==> src/rtl/mic_queue_drain_ctrl.sv <==
// rtl/mic_queue_drain_ctrl.sv - drains BURST_LEN samples per queue interrupt onto a valid/ready stream
// Each sample is popped in FETCH, held in PRESENT until accepted, and the irq is re-armed in RELEASE.
module mic_queue_drain_ctrl #(
   parameter int DATA_W    = 16,
   parameter int BURST_LEN = 8,
   parameter int CNT_W     = 8
) (
   input  logic              sys_clk,
   input  logic              PRESETn,
   input  logic              ctrl_en,
   input  logic              q_irq,
   input  logic [DATA_W-1:0] q_data,
   output logic              q_read,
   output logic              q_enable,
   output logic [DATA_W-1:0] tx_data,
   output logic              tx_valid,
   input  logic              tx_ready,
   output logic              busy,
   output logic [CNT_W-1:0]  burst_count
);

   typedef enum logic [1:0] {
      IDLE    = 2'd0,
      FETCH   = 2'd1,
      PRESENT = 2'd2,
      RELEASE = 2'd3
   } state_t;

   localparam logic [CNT_W-1:0] LAST_IDX = CNT_W'(BURST_LEN - 1);

   state_t              state_q;
   logic [CNT_W-1:0]    idx_q;
   logic [CNT_W-1:0]    burst_count_q;
   logic [DATA_W-1:0]   tx_data_q;
   logic                q_read_q;
   logic                q_enable_q;
   logic                tx_valid_q;
   logic                busy_q;

   always_ff @(posedge sys_clk or negedge PRESETn) begin
      if (!PRESETn) begin
         state_q       <= IDLE;
         idx_q         <= '0;
         burst_count_q <= '0;
         tx_data_q     <= '0;
         q_read_q      <= 1'b0;
         q_enable_q    <= 1'b0;
         tx_valid_q    <= 1'b0;
         busy_q        <= 1'b0;
      end else begin
         q_read_q   <= 1'b0;
         q_enable_q <= 1'b0;
         case (state_q)
            IDLE: begin
               if (ctrl_en && q_irq) begin
                  state_q  <= FETCH;
                  idx_q    <= '0;
                  q_read_q <= 1'b1;
                  busy_q   <= 1'b1;
               end
            end
            // Head word is captured on the same edge the pop advances the queue.
            FETCH: begin
               tx_data_q  <= q_data;
               tx_valid_q <= 1'b1;
               state_q    <= PRESENT;
            end
            PRESENT: begin
               if (tx_ready) begin
                  tx_valid_q <= 1'b0;
                  if (idx_q == LAST_IDX) begin
                     state_q       <= RELEASE;
                     q_enable_q    <= 1'b1;
                     burst_count_q <= burst_count_q + 1'b1;
                  end else begin
                     idx_q    <= idx_q + 1'b1;
                     q_read_q <= 1'b1;
                     state_q  <= FETCH;
                  end
               end
            end
            RELEASE: begin
               state_q <= IDLE;
               busy_q  <= 1'b0;
            end
            default: begin
               state_q <= IDLE;
               busy_q  <= 1'b0;
            end
         endcase
      end
   end

   assign q_read      = q_read_q;
   assign q_enable    = q_enable_q;
   assign tx_data     = tx_data_q;
   assign tx_valid    = tx_valid_q;
   assign busy        = busy_q;
   assign burst_count = burst_count_q;

endmodule

==> config.mk <==
export PLATFORM = sky130hd
export DESIGN_NAME = mic_queue_drain_ctrl
export DESIGN_NICKNAME = d
export VERILOG_FILES = /design/src/rtl/mic_queue_drain_ctrl.sv
export SDC_FILE = /design/constraint.sdc
export NUM_CORES = 1
export LEC_CHECK = 0
export ABC_CLOCK_PERIOD_IN_PS = 2100
export CORE_ASPECT_RATIO = 1.2
export CORE_MARGIN = 3
export CORE_UTILIZATION = 25
export DETAILED_ROUTE_END_ITERATION = 16
export GPL_ROUTABILITY_DRIVEN = 0
export SYNTH_ARGS = -nofsm -noshare
export SYNTH_HDL_FRONTEND = slang
export SYNTH_SLANG_ARGS = --single-unit
==> constraint.sdc <==
create_clock -name sys_clk -period 2.1 [get_ports sys_clk]
set_clock_uncertainty 0.1 [all_clocks]
set_input_delay 0.315 -clock sys_clk [delete_from_list [all_inputs] [get_ports sys_clk]]
set_output_delay 0.315 -clock sys_clk [all_outputs]
set_load 0.05 [all_outputs]
# == Word-level counts from Yosys, hierarchy flattened ==
# Index checks and enable logic that the tools add are counted.
# word_totals
wordCells,46
out_inout_bits,28
register_bits,38
inputBits,21
# op_classes
eq_ne,7
n_reduce_logical,10
n_addsub,2
n_mux,19
# op_table
operator,count
8-bit two-way mux,3
"8-bit by 1-bit adder with 8-bit output, second input constant",2
8-bit one-hot mux with 2 select lines,1
"8-bit by 3-bit == test with 1-bit output, second input constant",1
1-bit two-way mux,8
2-bit one-hot mux with 4 select lines,1
2-bit two-way mux,3
"2-bit inequality test, second input constant",3
1-bit one-hot mux with 2 select lines,3
2-bit AND reduction,3
2-bit nonzero test,3
"2-bit == test, second input constant",2
4-bit AND reduction,1
3-bit AND reduction,1
"2-bit by 1-bit == test with 1-bit output, second input constant",1
2-bit zero test,1
1-bit logical AND,1

# == Depth between registers and ports, before layout ==
# Gate-level depths: netlist of run 1.
# logic_depth
ltp_word,4
mapped_depth,6
depth_no_buf,5

# == Least setup slack after synthesis of run 1 ==
# OpenSTA, ideal clock, no wires.
# synth_timing
path_kind,register -> register
startpoint,register idx_q[0]
endpoint,register idx_q[5]
t_arrival_ns,1.664
setup_ns,0.126
n_path_buf,1
path_stages_with_launch,7
required_time_ns,1.874
path_slack_ns,0.210
synth_period_minus_slack_ns,1.890
path_cell_list,dfrtp_1 ha_1 nand3b_1 o21ai_4 and2_4 buf_8 a221o_1
# synth_between
elab_chain_cells,4
word_cells_on_any_way,7
classes_between,add/sub (1); eq/ne (2); mux (3); reduce/logical (1)
# synth_rtl
element,line,text
"start, declared",32,logic [CNT_W-1:0] idx_q;
"start signal, assigned",76,idx_q <= idx_q + 1'b1;
8-bit by 1-bit adder with 8-bit output,76,
8-bit two-way mux,71,if (idx_q == LAST_IDX) begin
8-bit two-way mux,69,if (tx_ready) begin
8-bit one-hot mux with 2 select lines,53,case (state_q)
# Several ways; a longest one is shown, not always the timed one. The select of a mux whose other input is x is not followed.
# A chain may end at the register's enable or synchronous reset.

# == Worst setup path in the final report of run 1 ==
# layout_timing
startpoint,"register burst_count_q[2], in the netlist burst_count[2]"
endpoint,output port burst_count[2]
# layout_rtl
element,line,text
"start, declared",33,logic [CNT_W-1:0] burst_count_q;
"start signal, assigned",74,burst_count_q <= burst_count_q + 1'b1;
"end, declared",19,output logic [CNT_W-1:0] burst_count
# No word-level cell between the ends.

==> results of run 1 <==
==> flip-flops by register name, indices dropped and copies added, names as in the netlist <==
| register | flops |
|---|---|
| busy | 1 |
| state_q | 2 |
| idx_q | 8 |
| tx_valid | 1 |
| burst_count | 8 |
| tx_data | 16 |
| q_enable | 1 |
| q_read | 1 |
==> cell type report <==
| class | count | share of cell area (%) |
|---|---|---|
| Sequential cell | 38 | 40.2 |
| Multi-Input combinational cell | 83 | 28.7 |
| Timing Repair Buffer | 55 | 22.4 |
| Tap cell | 82 | 4.34 |
| Clock buffer | 6 | 3.49 |
| Clock inverter | 2 | 0.529 |
| Inverter | 2 | 0.317 |
==> power by group <==
part	switching, W	leakage, nW	internal (W)
logic	0.000951	0.496	0.000585
registers	0.000141	0.484	0.000949
clock network	0.000272	0.0472	0.000264
total	0.00136	1.03	0.00180
==> layer usage <==
layer	share of wire, %	GRT usage [%]
met2	50	17.1
met3	6.3	3.59
met4	1.0	3.38
met1	43	12.4
met5	0	0
==> synth_stat cells, drive strengths merged <==
master	n	share of area (%)
nand3	8	2.4
xnor2	5	2.6
and3	4	1.5
nor2b	1	0.38
clkbuf	1	0.23
buf	2	1.2
o21ai	3	1.6
nor4	1	1.3
and4	1	0.60
and4b	1	0.68
nand2b	1	0.38
nor2	4	0.90
a22o	1	0.53
o21bai	1	0.45
xor2	2	1.1
mux2	17	12
ha	2	1.5
and3b	1	0.53
o21a	2	0.90
nor3b	1	0.45
inv	2	0.45
nand2	7	1.6
dfrtp	38	57
a221o	1	0.60
nand3b	2	0.90
a211o	5	2.9
and2	1	0.53
or4	1	0.68
nor3	5	2.2
a2111oi	2	1.1
nand4	3	1.1
==> worst min-delay path by stage <==
stage / start / endpoint / slack [ps]
after global placement: PRESETn / tx_data[4] / 300
after detailed placement: PRESETn / tx_data[4] / 310
final: burst_count[7] / burst_count[7] / 380
after floorplan: PRESETn / burst_count[0] / -80
after CTS: burst_count[7] / burst_count[7] / 380
after global routing: burst_count[7] / burst_count[7] / 400
==> logic make-up after synthesis <==
logic type	Yosys count	synth area share (%)
AO/OA/AOI/OAI	15	7.99
AND/OR/NAND/NOR	42	16.1
adder cells (fa/ha/maj)	2	1.51
buffers and inverters	5	1.88
flip-flops	38	57.3
XOR/XNOR	7	3.69
multiplexers	17	11.5
==> metrics by stage <==
stage / hold WS, ps / utilization [%] / setup WS (ps) / cell area, um2 / instances
after floorplan: -80.6 / - / 210 / 1660 / 126
after global placement: 305 / 36.2 / 138 / 2260 / 259
after detailed placement: 306 / 36.2 / 70.0 / 2260 / 259
after CTS: 383 / 37.9 / 109 / 2360 / 268
after global routing: 398 / 37.9 / 68.6 / 2360 / 268
final: 381 / 37.9 / 137 / 2360 / 268
==> impl.org, run 1 <==
** Setup path
- In this design, the stage delay of the slowest critical-path cell is 830 ps.
- Critical Path Fanout Max :: 5
- Data arrives at the worst endpoint at 1550 ps.
- Counting cells, the worst reg-to-reg path comes to 4.
- Traced cell by cell, the critical path runs through clkdlybuf4s50_1.
- The setup check on the worst reg-to-reg path leaves a slack of 150 ps.
- Sum of buffers and inverters on the critical path :: 1
- Cell depth of the worst setup path :: 1
- On the critical path, the stage with the largest delay is an instance of sky130_fd_sc_hd__clkdlybuf4s50_1.
- Largest delay share family, worst path :: buffers and inverters
- Type of the worst setup path :: flip-flop to output port
- The most critical setup path has its endpoint at burst_count[2].
- WP data required :: 1680 ps
- Origin of the worst setup path :: burst_count[2]
- Kind of end point of the critical path :: output port
- End of the worst register-to-register path :: idx_q[2]
- The worst setup path is launched from a flip-flop.
- RR Startpoint :: idx_q[5]

** Worst hold path
- The tightest min-delay check is of the flip-flop to flip-flop type.
- Along the worst hold path, the cell count comes to 1.

** Cells and area
- Antenna diodes :: 0
- The post-route netlist has 22.6% of its cells at a drive strength greater than 1.
- Leaving out fill and tap cells, the most frequent cell in the layout is sky130_fd_sc_hd__clkdlybuf4s50_1.
- Relative to the synthesized area, the layout overhead comes to 42.4%.
- Fill cells in the final layout number 610.
- Leaving out fill and tap cells, the most frequent cells in the layout are sky130_fd_sc_hd__clkdlybuf4s50_1, sky130_fd_sc_hd__dfrtp_1, sky130_fd_sc_hd__mux2_2, sky130_fd_sc_hd__nand3_1, sky130_fd_sc_hd__nand2_1.
- Across the whole layout, storage elements account for 951 um2.
- Multi-input gate area :: 678 um2
- Number of nets in the layout :: 208

** Global routing
- The first global-routing pass estimated 6110 um of wire.
- Entering global routing, the biggest net connects 39 pins.
- Gr ovfl total :: 0
- Via count of the first global-routing pass :: 1308
- Initial antenna violation count :: 0
- Global routing used 10.3% of the available tracks across all layers.

** Die
- The die is 80.4 um wide.
- For this configuration, the core starts out at a cell density of 26.6%.
- 49 I/O pins were placed.
- The die covers 7660 um2.
- In this run the core area contains 31 standard-cell rows.
- In this run the vertical extent of the chip is 95.3 um.
- Placeable core area :: 6240 um2

** Synth
- When the netlist entered floorplanning its net count stood at 149.
- Flop and latch count out of synthesis :: 38
- Summing every instance area after synthesis gives 1660 um2.
- Number of instances in the synthesized netlist :: 126
- Number of synthesis warnings :: 0
- Post-synthesis sequential area ratio :: 57.3%
- Count of distinct cell types in the synthesized netlist :: 35
- Dividing the synthesized area by the synthesized cell count gives 13.2 um2.

** Clock tree
- Post-CTS repair changed the size of 0 cells.
- Cts bufs inserted :: 5
- Post-cts hold buffer count :: 1
- Post-CTS Setup Bufs :: 0
- At the later pin of the worst-skew pair, clock insertion delay measures 290 ps.
- The clock passes through at most 2 buffers.
- TritonCTS built the clock tree.
- After clock tree synthesis, the clock-pin slew on the worst setup and hold paths is 80 ps.
- The cell sitting at the root of the clock tree is a sky130_fd_sc_hd__clkbuf_8.
- The H-tree was split into 2 levels.
- Counting every sink on the clock net gives 38.

** Timing
- Derived from the worst setup path, the maximum achievable clock frequency is 0.509 GHz.
- The worst pin sits at a relative slew slack of 65.9%.
- Summed over all failing endpoints, the final setup total negative slack is 0 ps.
- In the finished design, the share of the clock period the worst path needs comes to 93.5%.
- Count of endpoints failing hold in the final timing report :: 0
- Setup violations remaining at the end of the flow were counted as 0.
- RSZ-0062 raised after global routing :: false
- The worst path in the final design needs a cycle of 1960 ps, including I/O delays and setup.
- Total count of max-transition violations in the final report :: 0
- For the pin with the worst max-slew slack, the measured transition is 510 ps.

** Drt
- Routed wire per std cell :: 13.2 um
- Total wire length after detailed routing :: 3550 um
- Number of nets with antenna violations after detailed routing :: 0
- The detailed router placed 1215 vias in this run.
- The detailed router finished its first iteration with 102 violations.
- Routed via count divided by cell count :: 4.53
- After detailed routing, the number of remaining DRC violations is 0.
- For this run, the detailed router's first-pass iteration total came to 4.

** Pwr
- Summing internal, switching and leakage power gives 0.00316 W.
- Power per cell area :: 1340 nW/um2
- Summed over all cells, the static leakage comes to 1.03 nW.
- Across the VDD grid, the largest voltage drop is 0.705 mV.

** Flow run
- Max cap viols :: 0

** Place
- The count of buffers added on input and output ports is 48.
- Detailed placement finished with a half-perimeter wire length of 2530 um.

** Outcome
- The run finished with clean final reports.
(Power assumes the default switching activity.)
==> run 2, diff against run 1 <==
- SLEW_MARGIN: unset -> 5
==> results of run 2 <==
No change in the layout: final DEF, timing and power equal those of run 1.
